<file path="src/rtl/rat_pkg.sv">
// Shared types and defaults for the flag register block and its interrupt logic.
package rat_pkg;

   localparam int SYNC_STAGES_DEFAULT = 2;

   typedef enum logic [1:0] {
      ST_IDLE    = 2'd0,
      ST_PENDING = 2'd1,
      ST_SERVICE = 2'd2
   } int_state_e;

endpackage

</file>
<file path="src/rtl/intr_sync.sv">
// Brings the asynchronous INTR line into the CLK domain and flags its rising edges.
module intr_sync
   import rat_pkg::*;
#(
   parameter int SYNC_STAGES = SYNC_STAGES_DEFAULT
) (
   input  logic CLK,
   input  logic RST,
   input  logic INTR,
   output logic EDGE
);

   logic [SYNC_STAGES-1:0] sync;
   logic                   dly;

   // NOTE: sequential state uses non-blocking assignments so every flop samples pre-edge values.
   always_ff @(posedge CLK) begin
      if (RST) begin
         sync <= '0;
         dly  <= 1'b0;
      end else begin
         sync <= {sync[SYNC_STAGES-2:0], INTR};
         dly  <= sync[SYNC_STAGES-1];
      end
   end

   assign EDGE = sync[SYNC_STAGES-1] & ~dly;

endmodule

</file>
<file path="src/rtl/rat_flags.sv">
// Processor flag registers (C, Z, I) with a shadow copy and the interrupt request FSM.
module rat_flags
   import rat_pkg::*;
#(
   parameter int SYNC_STAGES = SYNC_STAGES_DEFAULT
) (
   input  logic CLK,
   input  logic RST,
   input  logic ALU_C,
   input  logic ALU_Z,
   input  logic FLG_C_LD,
   input  logic FLG_Z_LD,
   input  logic FLG_C_SET,
   input  logic FLG_C_CLR,
   input  logic I_SET,
   input  logic I_CLR,
   input  logic RETIE,
   input  logic INTR,
   input  logic INT_ACK,
   output logic C_FLAG,
   output logic Z_FLAG,
   output logic I_FLAG,
   output logic INT_REQ
);

   int_state_e state, state_next;
   logic       pend, pend_next;
   logic       shadow_c, shadow_z;
   logic       edge_det;
   logic       int_accept;

   intr_sync #(.SYNC_STAGES(SYNC_STAGES)) u_intr_sync (
      .CLK  (CLK),
      .RST  (RST),
      .INTR (INTR),
      .EDGE (edge_det)
   );

   assign int_accept = (state == ST_PENDING) && INT_ACK;

   // NOTE: every always_comb output gets a default first so no path leaves it unassigned (no latch).
   always_comb begin
      state_next = state;
      pend_next  = pend | edge_det;
      unique case (state)
         ST_IDLE: begin
            if ((pend || edge_det) && I_FLAG) begin
               state_next = ST_PENDING;
               pend_next  = 1'b0;
            end
         end
         ST_PENDING: begin
            if (INT_ACK) begin
               state_next = ST_SERVICE;
            end else if (I_CLR) begin
               // Request withdrawn by CLI is parked, not dropped.
               state_next = ST_IDLE;
               pend_next  = 1'b1;
            end
         end
         ST_SERVICE: begin
            if (RETIE) state_next = ST_IDLE;
         end
         default: state_next = ST_IDLE;
      endcase
   end

   always_ff @(posedge CLK) begin
      if (RST) begin
         state    <= ST_IDLE;
         pend     <= 1'b0;
         shadow_c <= 1'b0;
         shadow_z <= 1'b0;
         C_FLAG   <= 1'b0;
         Z_FLAG   <= 1'b0;
         I_FLAG   <= 1'b0;
         INT_REQ  <= 1'b0;
      end else begin
         state   <= state_next;
         pend    <= pend_next;
         INT_REQ <= (state_next == ST_PENDING);

         if (int_accept) begin
            shadow_c <= C_FLAG;
            shadow_z <= Z_FLAG;
         end

         if (RETIE)          C_FLAG <= shadow_c;
         else if (FLG_C_CLR) C_FLAG <= 1'b0;
         else if (FLG_C_SET) C_FLAG <= 1'b1;
         else if (FLG_C_LD)  C_FLAG <= ALU_C;

         if (RETIE)         Z_FLAG <= shadow_z;
         else if (FLG_Z_LD) Z_FLAG <= ALU_Z;

         if (int_accept)  I_FLAG <= 1'b0;
         else if (RETIE)  I_FLAG <= 1'b1;
         else if (I_CLR)  I_FLAG <= 1'b0;
         else if (I_SET)  I_FLAG <= 1'b1;
      end
   end

endmodule

</file>
<file path="config.mk">
export PLATFORM = sky130hd
export DESIGN_NAME = rat_flags
export DESIGN_NICKNAME = d
export VERILOG_FILES = /design/src/rtl/rat_pkg.sv /design/src/rtl/intr_sync.sv /design/src/rtl/rat_flags.sv
export SDC_FILE = /design/constraint.sdc
export NUM_CORES = 1
export LEC_CHECK = 0
export CAP_MARGIN = 30
export CORE_AREA = 2 2 39 41
export DETAILED_ROUTE_END_ITERATION = 8
export DIE_AREA = 0 0 41 43
export DONT_BUFFER_PORTS = 1
export PLACE_DENSITY_LB_ADDON = 0.1
export SYNTH_ARGS = -nofsm -noshare
export SYNTH_HDL_FRONTEND = slang
export SYNTH_SLANG_ARGS = --single-unit
</file>
<file path="constraint.sdc">
create_clock -name CLK -period 1.2 [get_ports CLK]
set_input_delay 0.24 -clock CLK [delete_from_list [all_inputs] [get_ports CLK]]
set_output_delay 0.24 -clock CLK [all_outputs]
set_load 0.05 [all_outputs]
</file>
==> impl_metrics.tcl <==
set metrics [dict create \
    fillers 145 \
    grt_setup_unrepaired "yes" \
    crit_family "simple AND/OR/NAND/NOR gates" \
    post-cts-setup-buffers 0 \
    cts_tree "yes" \
    worstPathCellList "or3b_4 > or2_1 > a221oi_2" \
    synth_area_um2 457 \
    p_int_mw 0.554 \
    synth.area.top_cells "dfxtp_1 53%, mux2i_1 6.6%, nor2b_1 5.5%, nor2_1 4.1%, o32ai_1 3.8%" \
    start_util 0.330 \
    fin_nets 68 \
    p_sw_frac 0.226 \
    dr.pass1.iters 2 \
    setup_viol 0 \
    ys_seq_area_frac 0.526 \
    post-route-period-util 0.998 \
    postRouteWirelength_um 862 \
    ys_types 18 \
    clk_latency_ps 260 \
    dp_hpwl_um 683 \
    p_clk_frac 0.329 \
    hold_buffers 0 \
    hold_viol_final 0 \
    avgSynthCellArea_um2 10.1 \
    seqPwrFrac 0.589 \
    drv_cap 0 \
    hold_path.class "input port to flip-flop" \
    slew_violations 0 \
    worstSetupPathType "flip-flop to flip-flop" \
    path_clk_slew_ps 70 \
    ant_nets 0 \
    maxClockFrequency_mhz 835 \
    track_usage 0.122 \
    status "complete, no violations" \
    grt_max_degree 14 \
    num_rows 14 \
    p_leak_nw 0.225 \
    drc 0 \
    grtUsageMet2 0.188 \
    yosys.area.top_type "dfxtp_1" \
    crit_path_max_incr_delay_ps 370 \
    ioPinCount 17 \
    critPathLaunchType "flip-flop" \
    yosysWarningCount 0 \
    peakVddDrop_v 0.000553 \
    cts_buffers 3 \
    grt_overflow_total 0 \
    synth_fp_nets 58 \
    min_period_ps 1200 \
    crit_path_end_kind "flip-flop" \
    ff2ff_setup_slack_ps 2 \
    gr-usage-met3 0.0524 \
    power_frac_comb 0.083 \
    viasPerCell 5.01 \
    wl_per_cell_um 12.5 \
    timing.hold.ws_ps 36.6 \
    fp.dieW_um 41 \
    h-tree-depth 1 \
    die_y_um 43 \
    worstPathMaxFanout 2 \
    skew_ps 4.48 \
    grt_pass1_vias 367 \
    grt_util_met1 0.126 \
    numPortBuffers 0 \
    clkSinkCount 12 \
    diodes 0 \
    grt_pass1_wl_mm 1.39 \
    post-place-cells 66 \
    busiest_layer "met2" \
    slew_headroom 0.682 \
    required_ps 1380 \
    clockRootBuffer "clkbuf_4" \
    cp_num_buf_inv 0 \
    drive_above_1_share 0.283 \
    critPathSlowestCell "or3b_4" \
    layout.cells.non_filler 69 \
    drtIter0Drc 1 \
    switchingPower_mw 0.161 \
    power.density_mw_per_mm2 1300 \
    gp_congestion 0.596 \
    syn2layout_area_growth_pct 20.8 \
    cts_buffer_depth 2 \
    yosysTopAreaCellShare 0.526 \
    antenna_found_initial 0 \
    worstMarginPinSlew_ps 476 \
    ys_seq_elements 12 \
    synthCells 45 \
    vias 346 \
    coreArea_mm2 0.00138 \
    die_area_mm2 0.00176 \
    cp.arrival_ps 1380 \
]
cells in the final DEF (no fill, tap or decap), drive strengths merged:
master / n
dfxtp: 12
buf: 6
nor2: 5
nor2b: 4
a21oi: 3
mux2i: 3
clkbuf: 3
nand2: 2
o21ai: 2
nand3b: 2
inv: 2
or3b: 2
o32ai: 2
mux2: 1
o21bai: 1
and3b: 1
or2: 1
a221oi: 1
registers in the layout (all words and copies together) (netlist names):
signal            count
I_FLAG                1
u_intr_sync.dly       1
state                 2
C_FLAG                1
shadow_c              1
u_intr_sync.sync      2
Z_FLAG                1
INT_REQ               1
pend                  1
shadow_z              1
Yosys cell counts (all sizes together):
| library cell | count |
|---|---|
| o21ai | 2 |
| nand3b | 2 |
| and3b | 1 |
| nor2 | 5 |
| a221oi | 1 |
| or2 | 1 |
| o21bai | 1 |
| or3b | 2 |
| nor2b | 4 |
| nand2 | 2 |
| mux2 | 1 |
| a21oi | 3 |
| mux2i | 3 |
| inv | 2 |
| o32ai | 2 |
| dfxtp | 12 |
| clkbuf | 1 |
path summary, 6_finish.rpt:
check,startpoint,depth (start not counted),to
worst max-delay path,state[0]$_SDFF_PP0_,3,pend$_SDFF_PP0_
worst min-delay path,RST,1,state[1]$_SDFF_PP0_
worst max register to register,state[0]$_SDFF_PP0_,3,pend$_SDFF_PP0_
worst min register to register,u_intr_sync.sync[0]$_SDFF_PP0_,1,u_intr_sync.sync[1]$_SDFF_PP0_
logic make-up (layout without fill, tap and decap cells):
kind of cell,after synthesis,in the layout,synth area share
mux,4,4,0.0904
flops,12,12,0.526
buf+inv,3,11,0.0247
simple gates,17,17,0.216
compound gates,9,9,0.142
layer usage:
layer,routed length (um),up-vias
met3,83,2
met5,0,-
met4,4,0
met2,446,12
li1,-,173
met1,328,159
power groups by stage:
stage	Clock, mW	Combinational, mW	Sequential, mW
after floorplan	0	0.0308	0.446
after global routing	0.275	0.0643	0.423
final	0.235	0.0591	0.421
after CTS	0.247	0.0578	0.421
after global placement	0	0.0559	0.430
after detailed placement	0	0.0577	0.431
through the flow:
stage               power [mW]  instance area (um^2)   util  setup TNS [ps]  setup slack [ps]
CTS                      0.727                   542  0.392               0              7.41
global placement         0.486                   518  0.374               0              45.4
floorplan                0.477                   457      -               0              15.5
detailed placement       0.488                   518  0.374               0              13.2
global route             0.762                   552  0.399           -95.0             -69.0
finish                   0.715                   552  0.399               0              2.42
cell type report:
cell class / count / area [um^2] / share of cell area
sequential: 12 / 241 / 0.438
inverter: 2 / 7.51 / 0.0136
clock buffer: 3 / 22.5 / 0.0408
timing repair buffer: 6 / 45.0 / 0.0816
tap: 16 / 20.0 / 0.0363
multi-input combinational: 30 / 215 / 0.390
repair_timing:
action                     in CTS  in global routing
resized for setup               1                  2
pin swaps                       1                  0
setup endpoints to repair       1                  2
(Power assumes the default switching activity.)
